==> config.mk <==
export PLATFORM = sky130hd
export DESIGN_NAME = spi_slave
export DESIGN_NICKNAME = d
export VERILOG_FILES = /design/src/rtl/spi_pkg.sv /design/src/rtl/spi_sync_edge.sv /design/src/rtl/spi_slave.sv
export SDC_FILE = /design/constraint.sdc
export NUM_CORES = 1
export LEC_CHECK = 0
export ABC_AREA = 1
export ABC_CLOCK_PERIOD_IN_PS = 2160
export BUFFER_PORTS_ARGS = -buffer_cell sky130_fd_sc_hd__buf_2
export CAP_MARGIN = 40
export CORE_ASPECT_RATIO = 2
export CORE_MARGIN = 3
export CORE_UTILIZATION = 35
export DETAILED_ROUTE_END_ITERATION = 7
export GPL_ROUTABILITY_DRIVEN = 0
export SLEW_MARGIN = 10
export SYNTH_ARGS = -nofsm -noshare
export SYNTH_HDL_FRONTEND = slang
export SYNTH_HIERARCHICAL = 1
export SYNTH_SLANG_ARGS = --single-unit
==> constraint.sdc <==
create_clock -name clk -period 2.16 [get_ports clk]
set_clock_uncertainty 0.1 [all_clocks]
set_input_delay 0.216 -clock clk [delete_from_list [all_inputs] [get_ports clk]]
set_output_delay 0.216 -clock clk [all_outputs]
set_load 0.01 [all_outputs]
==> src/rtl/spi_pkg.sv <==
// Shared SPI definitions: FSM state encoding and synchronizer defaults.
// Used by spi_slave and, in time, spi_master.
package spi_pkg;

    typedef enum logic {
        IDLE   = 1'b0,
        ACTIVE = 1'b1
    } spi_state_t;

    localparam int SYNC_STAGES_DEFAULT = 2;

    // Idle pin levels seen by the synchronizers in reset (SPI mode 0).
    localparam logic SCK_IDLE = 1'b0;
    localparam logic SS_IDLE  = 1'b1;
    localparam logic DIN_IDLE = 1'b0;

endpackage

==> src/rtl/spi_sync_edge.sv <==
// Multi-stage synchronizer for one asynchronous pin, plus rise/fall events
// derived from one extra register behind the chain.
module spi_sync_edge #(
    parameter int   STAGES     = 2,
    parameter logic IDLE_LEVEL = 1'b0
) (
    input  logic clk,
    input  logic rst,
    input  logic pin,
    output logic level,
    output logic rise,
    output logic fall
);

    logic [STAGES-1:0] chain;
    logic              prev;

    // NOTE: sequential state uses non-blocking assignments so every register
    // samples the pre-edge values of its neighbours, giving a true shift chain.
    always_ff @(posedge clk) begin
        if (rst) begin
            chain <= {STAGES{IDLE_LEVEL}};
            prev  <= IDLE_LEVEL;
        end else begin
            chain <= {chain[STAGES-2:0], pin};
            prev  <= chain[STAGES-1];
        end
    end

    assign level = chain[STAGES-1];
    assign rise  = chain[STAGES-1] & ~prev;
    assign fall  = ~chain[STAGES-1] & prev;

endmodule

==> src/rtl/spi_slave.sv <==
// SPI mode-0 slave with oversampled pins. Defining SPI_SLAVE_ABORT_EN adds
// an abort pulse output for words discarded by an early ss release.
module spi_slave
    import spi_pkg::*;
#(
    parameter int NBITS       = 8,
    parameter int SYNC_STAGES = SYNC_STAGES_DEFAULT
) (
    input  logic             clk,
    input  logic             rst,
    input  logic             mlb,
    input  logic [NBITS-1:0] tdat,
    input  logic             sck,
    input  logic             ss,
    input  logic             din,
    output logic             dout,
    output logic [NBITS-1:0] rdata,
    output logic             done,
    output logic             busy
`ifdef SPI_SLAVE_ABORT_EN
    ,
    output logic             abort
`endif
);

    localparam int CW = $clog2(NBITS);

    logic sck_rise, sck_fall, ss_rise, ss_fall, din_s;
    logic sck_level_unused, ss_level_unused, din_rise_unused, din_fall_unused;

    spi_sync_edge #(.STAGES(SYNC_STAGES), .IDLE_LEVEL(SCK_IDLE)) u_sck (
        .clk(clk), .rst(rst), .pin(sck),
        .level(sck_level_unused), .rise(sck_rise), .fall(sck_fall)
    );

    spi_sync_edge #(.STAGES(SYNC_STAGES), .IDLE_LEVEL(SS_IDLE)) u_ss (
        .clk(clk), .rst(rst), .pin(ss),
        .level(ss_level_unused), .rise(ss_rise), .fall(ss_fall)
    );

    spi_sync_edge #(.STAGES(SYNC_STAGES), .IDLE_LEVEL(DIN_IDLE)) u_din (
        .clk(clk), .rst(rst), .pin(din),
        .level(din_s), .rise(din_rise_unused), .fall(din_fall_unused)
    );

    spi_state_t       state, state_next;
    logic [CW-1:0]    bit_cnt;
    logic [NBITS-1:0] tx_sr, rx_sr, rx_word;
    logic             mlb_r;
    logic             start, last_bit, discard;

    always_ff @(posedge clk) begin
        if (rst) state <= IDLE;
        else     state <= state_next;
    end

    // NOTE: every always_comb output gets a default first so no path can
    // leave it unassigned and infer a latch.
    always_comb begin
        state_next = state;
        start      = 1'b0;
        case (state)
            IDLE: begin
                if (ss_fall) begin
                    state_next = ACTIVE;
                    start      = 1'b1;
                end
            end
            ACTIVE: begin
                if (ss_rise) state_next = IDLE;
            end
            default: state_next = IDLE;
        endcase
    end

    // Word as it stands once the current din bit is shifted in.
    always_comb begin
        rx_word = mlb_r ? {rx_sr[NBITS-2:0], din_s} : {din_s, rx_sr[NBITS-1:1]};
    end

    assign last_bit = sck_rise && (bit_cnt == CW'(NBITS - 1));
    // A word completing in the same cycle as ss release is not a discard.
    assign discard  = (bit_cnt != '0 || sck_rise) && !last_bit;
    assign busy     = (state == ACTIVE);

    always_ff @(posedge clk) begin
        if (rst) begin
            dout    <= 1'b0;
            rdata   <= '0;
            done    <= 1'b0;
            tx_sr   <= '0;
            rx_sr   <= '0;
            bit_cnt <= '0;
            mlb_r   <= 1'b0;
`ifdef SPI_SLAVE_ABORT_EN
            abort   <= 1'b0;
`endif
        end else begin
            done  <= 1'b0;
`ifdef SPI_SLAVE_ABORT_EN
            abort <= 1'b0;
`endif
            if (start) begin
                tx_sr   <= tdat;
                mlb_r   <= mlb;
                bit_cnt <= '0;
                rx_sr   <= '0;
                dout    <= mlb ? tdat[NBITS-1] : tdat[0];
            end else if (state == ACTIVE) begin
                if (sck_rise) begin
                    rx_sr <= rx_word;
                    if (last_bit) begin
                        rdata   <= rx_word;
                        done    <= 1'b1;
                        bit_cnt <= '0;
                    end else begin
                        bit_cnt <= bit_cnt + CW'(1);
                    end
                end
                // A falling event with the counter at zero follows a word boundary.
                if (sck_fall) begin
                    if (bit_cnt == '0) begin
                        tx_sr <= tdat;
                        dout  <= mlb_r ? tdat[NBITS-1] : tdat[0];
                    end else if (mlb_r) begin
                        tx_sr <= {tx_sr[NBITS-2:0], 1'b0};
                        dout  <= tx_sr[NBITS-2];
                    end else begin
                        tx_sr <= {1'b0, tx_sr[NBITS-1:1]};
                        dout  <= tx_sr[1];
                    end
                end
                if (ss_rise) begin
                    dout    <= 1'b0;
                    bit_cnt <= '0;
`ifdef SPI_SLAVE_ABORT_EN
                    abort   <= discard;
`endif
                end
            end
        end
    end

`ifndef SPI_SLAVE_ABORT_EN
    logic discard_unused;
    assign discard_unused = discard;
`endif

endmodule

==> results of run 1 <==
worst reg2reg max path, cell delays in order (launching register included):
cell     delay [ps]
dfxtp_1         340
ha_1            140
ha_1            290
inv_1           170
nor2_4          230
inv_1            90
nor2_1          120
nand2_1          70
nand2_1          50
state kept, by name (all words and copies together) (netlist names):
| signal | flops |
|---|---|
| bit_cnt | 3 |
| busy | 1 |
| done | 1 |
| dout | 1 |
| mlb_r | 1 |
| rdata | 8 |
| rx_sr | 8 |
| tx_sr | 8 |
| u_din/chain | 2 |
| u_sck/chain | 2 |
| u_sck/prev | 1 |
| u_ss/chain | 2 |
| u_ss/prev | 1 |
power by group through the flow:
| stage | logic, µW | registers (µW) | clock network [µW] |
|---|---|---|---|
| 3_3_place_gp | 102 | 768 | 0 |
| 2_1_floorplan | 72.6 | 765 | 0 |
| 4_1_cts | 105 | 751 | 741 |
| 5_1_grt | 120 | 754 | 776 |
| 3_5_place_dp | 103 | 768 | 0 |
| 6_report | 103 | 751 | 724 |
worst paths after layout:
check | start | endpoint | slack (ps)
worst min-delay path | din | u_din/chain[0] | 20
worst max-delay path | bit_cnt[1] | rdata[7] | 490
worst max register to register | bit_cnt[1] | rdata[7] | 490
worst min register to register | u_din/chain[0] | u_din/chain[1] | 310
metrics by stage:
step,setup slack [ps],power [µW],cells,instance area (µm²)
2_1_floorplan,779.3,837.7,249,1752
3_3_place_gp,560.4,870.1,321,1892
3_5_place_dp,501.9,871.2,321,1892
4_1_cts,475.0,1597,330,2034
5_1_grt,305.9,1650,330,2034
6_report,493.1,1579,330,2034
cell type report:
type                    instances  area (µm²)
well taps                      55       68.82
inverters                      34       127.6
clock buffers                   6       72.57
flip-flops and latches         39       780.7
clock inverters                 2       60.06
repair buffers                 26       137.6
fillers                       522        2695
multi-input cells             168       787.0
repair_timing:
action | in CTS | in global routing
setup buffers | 0 | 0
endpoints found under the setup margin | 0 | 0
hold buffers | 1 | 0
endpoints found under the hold margin | 1 | 0
per-layer routing:
metal | wire length (µm) | global-route usage | share of wire
met5 | 0 | 0 | 0
met4 | 121 | 0.07980 | 0.030
met3 | 138 | 0.02552 | 0.035
met2 | 2147 | 0.2672 | 0.54
met1 | 1566 | 0.1471 | 0.39
==> summary.md, run 1 <==
| Metric | Value |
|---|---|
| Status | complete, no violations |
| P_leak | 0.0009893 µW |
| Mapped cell area | roughly 1800 µm² |
| Path length in cells of the critical path | 8 |
| Vias in the first global route | between 1000 and 1500 |
| H-Tree Depth | 2 |
| Syn Nets | roughly 270 |
| Setup TNS | 0 ps |
| Worst-Skew Late Latency | approximately 300 ps |
| Arrival @ worst endpoint | roughly 1800 ps |
| Final net count | between 200 and 300 |
| Share of cells above drive strength 1 | 0.1382 |
| Crit. End Element | flop |
| WL per Instance | about 12 µm |
| Initial Util | 0.3704 |
| WP data required | between 2000 and 2500 ps |
| Synthesized netlist cell count | between 200 and 250 |
| Clock transition at path regs | approximately 80 ps |
| Initial antenna violation count | 0 |
| Worst Hold Depth | 3 |
| Crit path largest cell delay | between 300 and 400 ps |
| Max_cap viols | 0 |
| WL final | ~4000 µm |
| Worst vdd ir | ~0.45 mV |
| Rel. slew slack | 0.6000 |
| Crit share post-route | 0.7717 |
| Logic gate share of total power | 0.066 |
| CP max stage cell | dfxtp_1 |
| Pwr per Cell Area | slightly below 800 nW/µm² |
| Hpwl dp | around 2900 µm |
| Critical-path cell list | ha_1, ha_1, inv_1, nor2_4, inv_1, nor2_1, nand2_1, nand2_1 |
| Final setup viols | 0 |
| Worst-margin pin slew | 597.8 ps |
| GRT Util Overall | 0.1442 |
| Top-level port count | 25 |
| Root Driver | clkbuf_8 |
| Remaining antenna violation count | 0 |
| CTS tree | built |
| ANT cells | 0 |
| Hold Crit Class | primary input to flop |
| Core area | 4730 µm² |
| Largest net degree at the start of global routing | 19 |
| Switch Pwr | between 300 and 400 µW |
| Most common cell after layout, fill and taps aside | nand2_1 |
| Post-cts sizing count | 0 |
| Most frequent cells in the layout | 58 x nand2_1, 39 x dfxtp_1, 35 x nor2_1, 34 x o21ai_0, 33 x inv_1 |
| Clock sinks | 39 |
| Fmax | ~600 MHz |
| Crit start category | flop |
| CP delay by family, top | simple AND/OR/NAND/NOR gates |
| Hold WS | 15.79 ps |
| # port buffers | 24 |
| Ys Warns | 6 |
| Mean post-synth cell area | about 7 µm² |
| Die H | between 100 and 150 µm |
| Core Util, Final | 0.4302 |
| Clk pwr share | 0.459 |
| CP Max Fanout | 9 |
| R2R depth | 8 |
| Max clock buf depth | 2 |
| Tmin final | ~1700 ps |
| Area Overhead vs Synth | 16.14% |
| DRC Markers | 0 |
| Vias per inst | roughly 4.8 |
| Final Hold Viols | 0 |
| Pre-antenna DRT Iters | 4 |
| Slew Viols, Final | 0 |
| Vias | 1600 |
| Die W | around 56 µm |
| RSZ-0062 raised after global routing | no |
| Int Pwr | 1239 µW |
| Grt total ovfl | 0 |
| Die area | 5941 µm² |
| Reg power frac | 0.476 |
| CTS buffer count | 5 |
| Switching Share | 0.2155 |
| Buf/Inv on CP | 2 |
| # rows | 35 |
| 1st-iter DRT viols | 28 |
| Worst setup path class | flop to flop |
| First-pass GRT wire length | around 6700 µm |
(Power assumes the default switching activity.)
==> run 2, diff against run 1 <==
- ABC_CLOCK_PERIOD_IN_PS: 2160 -> 1300
- clock period: 2.16 -> 1.3 ns (I/O delays scaled with it)
==> summary.md, run 2 (same netlist as run 1, synthesis figures left out) <==
| Metric | Value |
|---|---|
| Status | complete, no violations |
| Placement-stage worst setup slack | -113.2 ps |
| # rows | 35 |
| Remaining antenna violation count | 0 |
| Largest net degree at the start of global routing | 18 |
| Initial Util | 0.3704 |
| Most common cell after layout, fill and taps aside | nand2_1 |
| Most frequent CP cell | ha_4 |
| Pre-antenna DRT Iters | 4 |
| Crit start category | flop |
| CP Max Fanout | 7 |
| Arrival @ worst endpoint | 1390 ps |
| # port buffers | 24 |
| CP delay by family, top | flip-flops |
| WP data required | roughly 1400 ps |
| Vias in the first global route | between 1500 and 2000 |
| Final Cell Area | 2360 µm² |
| Crit. End Element | flop |
| Final WS setup | 29.73 ps |
| P_leak | roughly 0.0011 µW |
| Area Overhead vs Synth | 34.71% |
| Die area | around 6000 µm² |
| First-pass GRT wire length | approximately 7000 µm |
| Worst vdd ir | approximately 0.68 mV |
| Slew Viols, Final | 0 |
| Core area | about 4700 µm² |
| GRT Util Overall | 0.1447 |
| Met3 WL | between 100 and 150 µm |
| CP max stage cell | dfxtp_2 |
| Critical path origin | bit_cnt[1] |
| 1st-iter DRT viols | 28 |
| Grt total ovfl | 0 |
| Final setup viols | 0 |
| Met2 WL post-DR | ~2300 µm |
| Final Hold Viols | 0 |
| Clock transition at path regs | 80 ps |
| WL per Instance | between 10 and 15 µm |
| CTS buffer count | 5 |
| Fmax | 787.2 MHz |
| Buf/Inv on CP | 2 |
| H-Tree Depth | 2 |
| Hpwl dp | between 2000 and 3000 µm |
| Critical-path cell list | ha_4, ha_4, inv_4, nor2_4, buf_12, o21ai_2, a31oi_1 |
| Largest registers | rdata (8), rx_sr (8), tx_sr (8) |
| Post-Route M1 WL | roughly 1600 µm |
| Vias per inst | 4.732 |
| Tmin final | 1270 ps |
| DRC Markers | 0 |
| Hold Path Origin | tdat[2] |
| Clock sinks | 39 |
| Top-level port count | 25 |
| Fillers | between 400 and 500 |
| Die H | 106.0 µm |
| Placed cell area | 2032 µm² |
| Worst-margin pin slew | 293.9 ps |
| RSZ-0062 raised after global routing | yes |
| Most frequent cells in the layout | 57 x nand2_1, 33 x dfxtp_1, 28 x nor2_1, 27 x inv_1, 27 x o21ai_0 |
| Root Driver | clkbuf_8 |
| Uppermost routed layer | met4 |
| Pwr per Cell Area | slightly below 1000 nW/µm² |
| Rel. slew slack | 0.8040 |
| Max_cap viols | 0 |
| CTS tree | built |
| Crit share post-route | 0.9771 |
| Worst-Skew Late Latency | between 200 and 300 ps |
| Share of cells above drive strength 1 | 0.3043 |
| WL final | between 4000 and 5000 µm |
| Crit path largest cell delay | around 370 ps |
| RR Startpoint | bit_cnt[1] |
| Initial antenna violation count | 0 |
| Hold Crit Class | primary input to flop |
| Worst setup path class | flop to flop |
| Final net count | 316 |
| Max clock buf depth | 2 |
| Vias | 1675 |
| Die W | 56.03 µm |
| ANT cells | 0 |
==> run 2: cell types whose count changed in the layout (fill, tap and decap cells not counted), sizes merged <==
cell and delta:
nand2 +1, clkinv +1, dlymetal6s4s +1, bufinv -2
buf +21, dlygate4sd3 +2
==> run 2: what timing repair did <==
item                       4_1_cts  5_1_grt
pin swaps                        4       14
gates resized for setup         20       35
setup endpoints to repair       13       29
hold buffers                     4        0
setup buffers                    1        2
hold endpoints to repair         4        0
gates cloned                     1        1
==> run 2: where the power goes <==
| part | internal, µW | leakage (µW) | switching, µW |
|---|---|---|---|
| sequential | 1230 | 0.000319 | 22.0 |
| combinational | 100 | 0.000745 | 127 |
| clock | 416 | 0.0000470 | 412 |
| total | 1750 | 0.00111 | 561 |
==> run 2: metrics by stage <==
stage | hold WS [ps] | utilization | total power [µW] | setup TNS (ps) | instances
after global placement | 220.2 | 0.4296 | 1466 | -114.6 | 339
after detailed placement | 229.8 | 0.4296 | 1467 | -334.7 | 339
after floorplan | 101.2 | - | 1392 | -16.72 | 249
after global routing | 63.05 | 0.4989 | 2419 | -229.3 | 354
after CTS | 37.40 | 0.4743 | 2305 | 0 | 352
final | 34.63 | 0.4989 | 2306 | 0 | 354
==> run 2: path summary, 6_finish.rpt <==
kind,to,slack [ps],depth (start not counted)
min reg2reg,u_sck/chain[1],300,2
min,tx_sr[2],30,5
max,rdata[1],30,7
max reg2reg,rdata[1],30,7
==> run 2: per-layer routing <==
layer	global-route usage	vias to the layer above
met2	0.2714	29
met1	0.1554	749
met5	0	-
met4	0.04924	0
met3	0.03038	9
li1	-	888
==> run 2: layout make-up <==
class / instances / area (µm²) / area share
timing repair buffer: 50 / 359.1 / 0.1522
inverter: 34 / 130.1 / 0.05514
multi-input combinational: 169 / 925.9 / 0.3924
clock buffer: 6 / 82.58 / 0.03499
sequential: 39 / 788.3 / 0.3340
tap: 55 / 68.82 / 0.02916
clock inverter: 1 / 5.005 / 0.002121
==> run 2: worst reg2reg max path, delay by kind of cell (launching register included) <==
family	cells	cell delay, ps
simple gates	1	110
buf+inv	2	180
compound gates	2	170
flops	1	370
fa+ha+maj	2	280
